File: config.mk
export PLATFORM = sky130hd
export DESIGN_NAME = b01_scan_ctrl
export DESIGN_NICKNAME = d
export VERILOG_FILES = /design/src/rtl/b01_scan_ctrl.sv
export SDC_FILE = /design/constraint.sdc
export NUM_CORES = 1
export LEC_CHECK = 0
export CAP_MARGIN = 20
export CORE_UTILIZATION = 30
export CTS_CLUSTER_DIAMETER = 50
export DETAILED_ROUTE_END_ITERATION = 8
export MAX_ROUTING_LAYER = met4
export SLEW_MARGIN = 30
export SYNTH_ARGS = -nofsm -noshare
export SYNTH_HDL_FRONTEND = slang
export SYNTH_SLANG_ARGS = --single-unit
File: constraint.sdc
create_clock -name clk -period 4.2 [get_ports clk]
set_input_delay 0.63 -clock clk [delete_from_list [all_inputs] [get_ports clk]]
set_output_delay 0.63 -clock clk [all_outputs]
set_load 0.02 [all_outputs]
File: src/rtl/b01_scan_ctrl.sv
`timescale 1ns/1ps
// b01_scan_ctrl: applies one stored test pattern to the b01 core, holds the core
// inputs for SETTLE_CYC cycles, captures the core response, compares it with
// the expected response and hands the result out over a valid/ready channel.
//
// Ports:
//   clk, rst           rising-edge clock, asynchronous active-high reset
//   start_vld/rdy      pattern request handshake (pat_pi, pat_state, exp_ppo, exp_po)
//   core_pi/core_ppi   stimulus to core G1/G2 and G112..G116 (zero when not applying)
//   core_ppo/core_po   core response G10..G13 and G24
//   rsp_vld/rdy        response handshake (rsp_ppo, rsp_po, rsp_fail)
//   cnt_clr            synchronous clear of pat_cnt/fail_cnt
//   pat_cnt/fail_cnt   saturating counts of completed and failing patterns
module b01_scan_ctrl #(
  parameter int unsigned SETTLE_CYC = 2   // legal range 1..15
) (
  input  logic        clk,
  input  logic        rst,
  input  logic        start_vld,
  output logic        start_rdy,
  input  logic [1:0]  pat_pi,
  input  logic [4:0]  pat_state,
  input  logic [3:0]  exp_ppo,
  input  logic        exp_po,
  output logic [1:0]  core_pi,
  output logic [4:0]  core_ppi,
  input  logic [3:0]  core_ppo,
  input  logic        core_po,
  output logic        rsp_vld,
  input  logic        rsp_rdy,
  output logic [3:0]  rsp_ppo,
  output logic        rsp_po,
  output logic        rsp_fail,
  input  logic        cnt_clr,
  output logic [15:0] pat_cnt,
  output logic [15:0] fail_cnt
);

  localparam int unsigned SET_W = 4;
  localparam int unsigned CNT_W = 16;
  localparam logic [CNT_W-1:0] CNT_MAX = '1;
  localparam logic [SET_W-1:0] SETTLE_LOAD = SET_W'(SETTLE_CYC - 1);

  typedef enum logic [1:0] {IDLE, APPLY, CAPTURE, RESP} state_t;

  state_t           state_q, state_d;
  logic [SET_W-1:0] settle_q, settle_d;
  logic [3:0]       exp_ppo_q;
  logic             exp_po_q;
  logic             accept;
  logic             capture;
  logic             mismatch;

  // Next-state logic; accept/capture mark the edges that load or retire a pattern
  always_comb begin
    state_d  = state_q;
    settle_d = settle_q;
    accept   = 1'b0;
    capture  = 1'b0;
    mismatch = {core_ppo, core_po} != {exp_ppo_q, exp_po_q};
    case (state_q)
      IDLE: begin
        if (start_vld) begin
          state_d  = APPLY;
          settle_d = SETTLE_LOAD;
          accept   = 1'b1;
        end
      end
      APPLY: begin
        if (settle_q == '0) begin
          state_d = CAPTURE;
        end else begin
          settle_d = settle_q - SET_W'(1);
        end
      end
      CAPTURE: begin
        state_d = RESP;
        capture = 1'b1;
      end
      RESP: begin
        if (rsp_rdy) begin
          state_d = IDLE;
        end
      end
      default: state_d = IDLE;
    endcase
  end

  // State, handshake flags and pattern registers; core inputs are the pattern
  // registers themselves, cleared on capture so they read zero in RESP/IDLE
  always_ff @(posedge clk or posedge rst) begin
    if (rst) begin
      state_q   <= IDLE;
      settle_q  <= '0;
      start_rdy <= 1'b1;
      rsp_vld   <= 1'b0;
      core_pi   <= '0;
      core_ppi  <= '0;
      exp_ppo_q <= '0;
      exp_po_q  <= 1'b0;
      rsp_ppo   <= '0;
      rsp_po    <= 1'b0;
      rsp_fail  <= 1'b0;
    end else begin
      state_q   <= state_d;
      settle_q  <= settle_d;
      start_rdy <= (state_d == IDLE);
      rsp_vld   <= (state_d == RESP);
      if (accept) begin
        core_pi   <= pat_pi;
        core_ppi  <= pat_state;
        exp_ppo_q <= exp_ppo;
        exp_po_q  <= exp_po;
      end else if (capture) begin
        core_pi  <= '0;
        core_ppi <= '0;
      end
      if (capture) begin
        rsp_ppo  <= core_ppo;
        rsp_po   <= core_po;
        rsp_fail <= mismatch;
      end
    end
  end

  // Saturating pattern/fail counters; clear wins over a same-edge increment
  always_ff @(posedge clk or posedge rst) begin
    if (rst) begin
      pat_cnt  <= '0;
      fail_cnt <= '0;
    end else if (cnt_clr) begin
      pat_cnt  <= '0;
      fail_cnt <= '0;
    end else if (capture) begin
      if (pat_cnt != CNT_MAX) begin
        pat_cnt <= pat_cnt + CNT_W'(1);
      end
      if (mismatch && (fail_cnt != CNT_MAX)) begin
        fail_cnt <= fail_cnt + CNT_W'(1);
      end
    end
  end

endmodule

==> results.sh, run 1 <==
export IMPL_outcome="complete, no violations"
export IMPL_power_density_nw_per_um2=495
export IMPL_seqCellArea_um2=1450
export IMPL_htree_num_levels=3
export IMPL_grt_max_degree=37
export IMPL_r2r_setup_slack_ns=2.03
export IMPL_synth_seq_cells=58
export IMPL_hold_class="reg2reg"
export IMPL_grt_pass1_wl_um=11800
export IMPL_yosys_area_top_type_share_pct=48.7
export IMPL_drtPass1Iterations=4
export IMPL_tightest_slew_ns=0.900
export IMPL_synth_simple_area_share_pct=21.7
export IMPL_netlist_area_um2=2930
export IMPL_syn_avg_cell_area_um2=10.1
export IMPL_worst_path_max_fanout=29
export IMPL_drc=0
export IMPL_synthDistinctLibCells=50
export IMPL_ys_async_sr_fraction_pct=100
export IMPL_post_dp_hpwl_um=4780
export IMPL_start_util_pct=31.3
export IMPL_finalSetupViolCount=0
export IMPL_viasPerCell=4.95
export IMPL_period_needed_ns=2.17
export IMPL_relSlewSlack_pct=39.5
export IMPL_slew_violations=0
export IMPL_dieArea_um2=10200
export IMPL_end_kind="register"
export IMPL_crit_type="reg2reg"
export IMPL_synth_area_leaders="dfrtp_1 (49%), nand2_1 (4.5%), o31ai_1 (3.6%), nor2_1 (3.2%), xnor2_1 (3.0%)"
export IMPL_arrival_ns=2.44
export IMPL_synth_top_family_by_area="simple AND/OR/NAND/NOR gates"
export IMPL_via_count=2444
export IMPL_diodes=0
export IMPL_cts_tree="done"
export IMPL_nNetsFinal=386
export IMPL_clock_fmax_ghz=0.461
export IMPL_startpoint_type="register"
export IMPL_cts_resized=0
export IMPL_synth_xor_area_share_pct=5.98
export IMPL_fin_tns_setup_ns=0
export IMPL_instances_no_fill=494
export IMPL_syn_inst=289
export IMPL_finalCritPeriodShare_pct=51.7
export IMPL_setup_ws_ns=2.03
export IMPL_overflow=0
export IMPL_final_area_um2=3980
export IMPL_insertion_delay_ns=0.34
export IMPL_ys_warn_count=0
export IMPL_synth_compound_area_share_pct=14.1
export IMPL_skew_ns=0.0112
export IMPL_area_growth_pct=35.9
export IMPL_place_ws_ns=1.69
export IMPL_num_rows=35
export IMPL_synth_edf_count=0
export IMPL_design_core_area_um2=9370
export IMPL_multi_input_area_um2=1390
export IMPL_maxCapViolCount=0
export IMPL_fillers=933
export IMPL_finalHoldViolations=0
export IMPL_synth_area_leader_cell="dfrtp_1"
export IMPL_dp_cells=478
export IMPL_cts_num_sinks=58
export IMPL_clkTransAtPathRegs_ns=0.08
export IMPL_rsz0062_at_grt="false"
export IMPL_fin_hold_ws_ns=0.481
export IMPL_drt_wl_total_um=7000
export IMPL_grt_pass1_vias=2396
export IMPL_cts_root_buffer="clkbuf_8"
export IMPL_synth_adder_area_share_pct=1.71
export IMPL_drtIter0Drc=109
export IMPL_synth_flop_cell="dfrtp_1"
export IMPL_portBuffers=68
export IMPL_postPlaceCellArea_um2=3750
export IMPL_wire_per_inst_um=14.2
export IMPL_post_cts_setup_buffers=0
export IMPL_grt_util_all_layers_pct=15.3
export IMPL_ys_seq_area_share_pct=49.6
export IMPL_cts_hold_fix_buffers=0
export IMPL_ant_nets=0
export IMPL_yosys_mux_area_fraction_pct=3.76
export IMPL_place_congestion=0.781
export IMPL_drive_above_1_share_pct=10.1
export IMPL_cp_data_required_time_ns=4.47
export IMPL_synthesis_nets=315
export IMPL_numCtsBuffers=9
export IMPL_num_io_pins=69
export IMPL_ir_worst_vdd_mv=0.258
export IMPL_antenna_found_initial=0
export IMPL_die_w_um=101
export IMPL_die_h_um=101
export IMPL_clockBufferDepth=2
export IMPL_p_leak_nw=1.62
-- cell usage in the layout, fill, tap and decap left out, types with 3 or more instances in the layout --
cell,netlist,final
a21oi_1,16,16
mux2_2,7,7
inv_1,8,7
xnor2_1,10,10
clkbuf_8,0,12
nand2_1,35,35
nand4_1,6,6
nor4_1,4,4
nand3_1,13,13
buf_4,0,4
clkdlybuf4s50_1,0,68
nor2_1,25,25
a22o_1,9,9
or4_1,11,11
or3_1,4,4
dfrtp_1,57,57
ha_1,4,4
o21ai_1,3,3
o31ai_1,14,13
xor2_1,10,10
nor2b_1,3,3
-- final cells by class --
class / count / share of cell area, %
flip-flops and latches: 58 / 36.5
clock buffers: 12 / 4.15
inverters: 8 / 0.754
clock inverters: 4 / 1.82
well taps: 129 / 4.05
repair buffers: 72 / 17.8
multi-input cells: 211 / 34.9
-- state kept, by name, summed over array words and instances (netlist names), 2 cells and up --
name	cells
exp_ppo_q	4
rsp_ppo	4
fail_cnt	16
core_ppi	5
pat_cnt	16
core_pi	2
settle_q	4
state_q	2
-- metal layers --
| layer | vias up | wire (um) | GRT usage, % |
|---|---|---|---|
| met5 | - | 0 | - |
| met1 | 1179 | 3410 | 21.4 |
| met3 | 7 | 375 | 3.40 |
| li1 | 1197 | - | - |
| met4 | 0 | 59 | 6.02 |
| met2 | 61 | 3160 | 21.3 |
-- synthesized netlist by cell type (all sizes together), types with 9 or more instances --
| cell type | number |
|---|---|
| xnor2 | 10 |
| or4 | 11 |
| xor2 | 10 |
| nand4 | 9 |
| o31ai | 14 |
| a21oi | 16 |
| nand2 | 35 |
| nand3 | 13 |
| a22o | 9 |
| nor2 | 25 |
| dfrtp | 57 |
-- where the power goes --
part	switching, mW	internal (mW)	total (mW)
registers	0.100	0.682	0.783
logic	0.285	0.293	0.578
clock network	0.231	0.382	0.612
total	0.616	1.36	1.97
-- metrics by stage --
stage / utilization (%) / total power [mW]
floorplan: - / 1.14
global placement: 40.0 / 1.36
detailed placement: 40.0 / 1.37
CTS: 42.5 / 2.00
global route: 42.5 / 2.09
finish: 42.5 / 1.97
-- cell families after synthesis --
logic type / after synthesis
buffers and inverters: 20
AND/OR/NAND/NOR: 118
AO/OA/AOI/OAI: 59
flip-flops: 58
XOR/XNOR: 20
multiplexers: 10
adder cells (fa/ha/maj): 4
-- worst paths after layout --
check | depth (start not counted) | end | start
max in group asynchronous | 3 | core_pi[1] | rst
worst max register to register | 5 | fail_cnt[12] | state_q[0]
worst min register to register | 2 | rsp_fail | rsp_fail
min in group asynchronous | 2 | fail_cnt[6] | rst
worst min-delay path | 2 | rsp_fail | rsp_fail
worst max-delay path | 5 | fail_cnt[12] | state_q[0]
-- worst max-delay path, cell delays in order, from the launching register on --
cell,delay (ns)
dfrtp_1,0.55
and2b_1,0.53
o31ai_2,0.12
buf_4,0.23
or4_1,0.52
a21oi_1,0.15
Note: power is estimated with default switching activity, not from simulation.
==> run 2: changes to the inputs <==
==> constraint.sdc (replaced) <==
create_clock -name clk -period 2.1 [get_ports clk]
set_input_delay 0.315 -clock clk [delete_from_list [all_inputs] [get_ports clk]]
set_output_delay 0.315 -clock clk [all_outputs]
set_load 0.02 [all_outputs]
==> run 2 against run 1 <==
Against the previous run: clock power is 65% higher; critical path depth unchanged; power increased by 92%; clock skew is 0.0029 ns lower; global-route usage increased by 0.10 points; combinational power rose by 120%; critical endpoint is now fail_cnt[7]; largest cell class unchanged.
==> results.sh, run 2 (synthesized netlist as in run 1, its figures left out) <==
export IMPL_outcome="complete, no violations"
export IMPL_portBuffers=68
export IMPL_post_cts_setup_buffers=0
export IMPL_drtIter0Drc=99
export IMPL_via_count=2513
export IMPL_cts_hold_fix_buffers=0
export IMPL_start_util_pct=31.3
export IMPL_num_io_pins=69
export IMPL_path_cells="nand4_2, or3_4, or3_1, nand3_1, mux2_2"
export IMPL_finalCritPeriodShare_pct=91.2
export IMPL_tightest_slew_ns=0.533
export IMPL_overflow=0
export IMPL_post_dp_hpwl_um=5050
export IMPL_hold_class="in2async"
export IMPL_path_depth=5
export IMPL_drtPass1Iterations=4
export IMPL_period_needed_ns=1.92
export IMPL_r2r_start="fail_cnt[9]"
export IMPL_nNetsFinal=398
export IMPL_dieArea_um2=10200
export IMPL_maxCapViolCount=0
export IMPL_worst_path_max_fanout=5
export IMPL_drive_above_1_share_pct=13.0
export IMPL_grt_pass1_wl_um=11800
export IMPL_cts_root_buffer="clkbuf_8"
export IMPL_final_common_cell="clkdlybuf4s50_1"
export IMPL_grt_pass1_vias=2497
export IMPL_drc=0
export IMPL_fin_tns_setup_ns=0
export IMPL_area_growth_pct=38.1
export IMPL_cts_resized=0
export IMPL_die_h_um=101
export IMPL_cp_data_required_time_ns=2.32
export IMPL_insertion_delay_ns=0.34
export IMPL_die_w_um=101
export IMPL_cts_num_sinks=58
export IMPL_postPlaceCellArea_um2=3850
export IMPL_viasPerCell=4.97
export IMPL_clkTransAtPathRegs_ns=0.07
export IMPL_critPathBufInv=0
export IMPL_cts_tree="done"
export IMPL_end_kind="register"
export IMPL_relSlewSlack_pct=64.4
export IMPL_place_congestion=0.770
export IMPL_clock_fmax_ghz=0.522
export IMPL_finalHoldViolations=0
export IMPL_wire_per_inst_um=14.0
export IMPL_final_util_pct=43.2
export IMPL_drt_wl_total_um=7110
export IMPL_grt_util_all_layers_pct=15.4
export IMPL_arrival_ns=2.13
export IMPL_fillers=906
export IMPL_finalSetupViolCount=0
export IMPL_skew_ns=0.00832
export IMPL_power_density_nw_per_um2=935
export IMPL_path_delay_family="simple AND/OR/NAND/NOR gates"
export IMPL_numCtsBuffers=9
export IMPL_clockBufferDepth=2
export IMPL_crit_type="reg2reg"
export IMPL_diodes=0
export IMPL_ir_worst_vdd_mv=0.588
export IMPL_fin_hold_ws_ns=0.378
export IMPL_ant_nets=0
export IMPL_r2r_setup_slack_ns=0.18
export IMPL_grt_max_degree=33
export IMPL_worst_r2r_cell_count=5
export IMPL_p_leak_nw=1.67
export IMPL_slew_violations=0
export IMPL_crit_slowest_cell="or3_4"
export IMPL_startpoint_type="register"
export IMPL_antenna_found_initial=0
export IMPL_design_core_area_um2=9370
export IMPL_dp_cells=490
export IMPL_final_area_um2=4050
export IMPL_reg_top3="fail_cnt: 16 flops, pat_cnt: 16 flops, core_ppi: 5 flops"
export IMPL_rsz0062_at_grt="false"
export IMPL_slowest_delay_ns=0.44
export IMPL_htree_num_levels=3
export IMPL_instances_no_fill=506
export IMPL_critPathLaunch="fail_cnt[9]"
export IMPL_num_rows=35
export IMPL_final_cell_mix="clkdlybuf4s50_1 (68), dfrtp_1 (57), nand2_1 (35)"
## run 2: where the power goes
group / leakage, nW / switching [mW] / internal (mW)
clock: 0.102 / 0.449 / 0.557
sequential: 0.763 / 0.151 / 1.37
combinational: 0.804 / 0.631 / 0.634
total: 1.67 / 1.23 / 2.56
## run 2: per-stage QoR
step	total power, mW	worst slack (ns)
after detailed placement	2.81	-0.0793
final	3.79	0.185
after floorplan	2.27	0.175
after CTS	3.84	0.167
after global placement	2.79	-0.0298
after global routing	4.03	0.0237
## run 2: tightest hold or removal path: stages
cell and delay, ns:
clkdlybuf4s50_1 0.42, inv_2 0.06, buf_4 0.33
## run 2: worst paths after layout
path / to
max in group asynchronous: core_ppi[4]
max: fail_cnt[7]
min: pat_cnt[8]
max reg2reg: fail_cnt[7]
min in group clk: rsp_ppo[0]
min reg2reg: rsp_ppo[0]
## run 2: layout make-up
| type | instances | area, um2 | share of cell area [%] |
|---|---|---|---|
| clock buffers | 13 | 179 | 4.42 |
| multi-input cells | 211 | 1390 | 34.4 |
| repair buffers | 84 | 813 | 20.1 |
| inverters | 8 | 30.0 | 0.742 |
| well taps | 129 | 161 | 3.99 |
| clock inverters | 3 | 21.3 | 0.525 |
| flip-flops and latches | 58 | 1450 | 35.9 |
## run 2: metal layers
metal  vias to the layer above  track usage [%]  routed length, um
met2                        68             22.7               3260
met3                         2             3.81                430
met1                      1223             19.8               3390
li1                       1220                -                  -
met4                         0             7.02                 24
met5                         -                -                  0
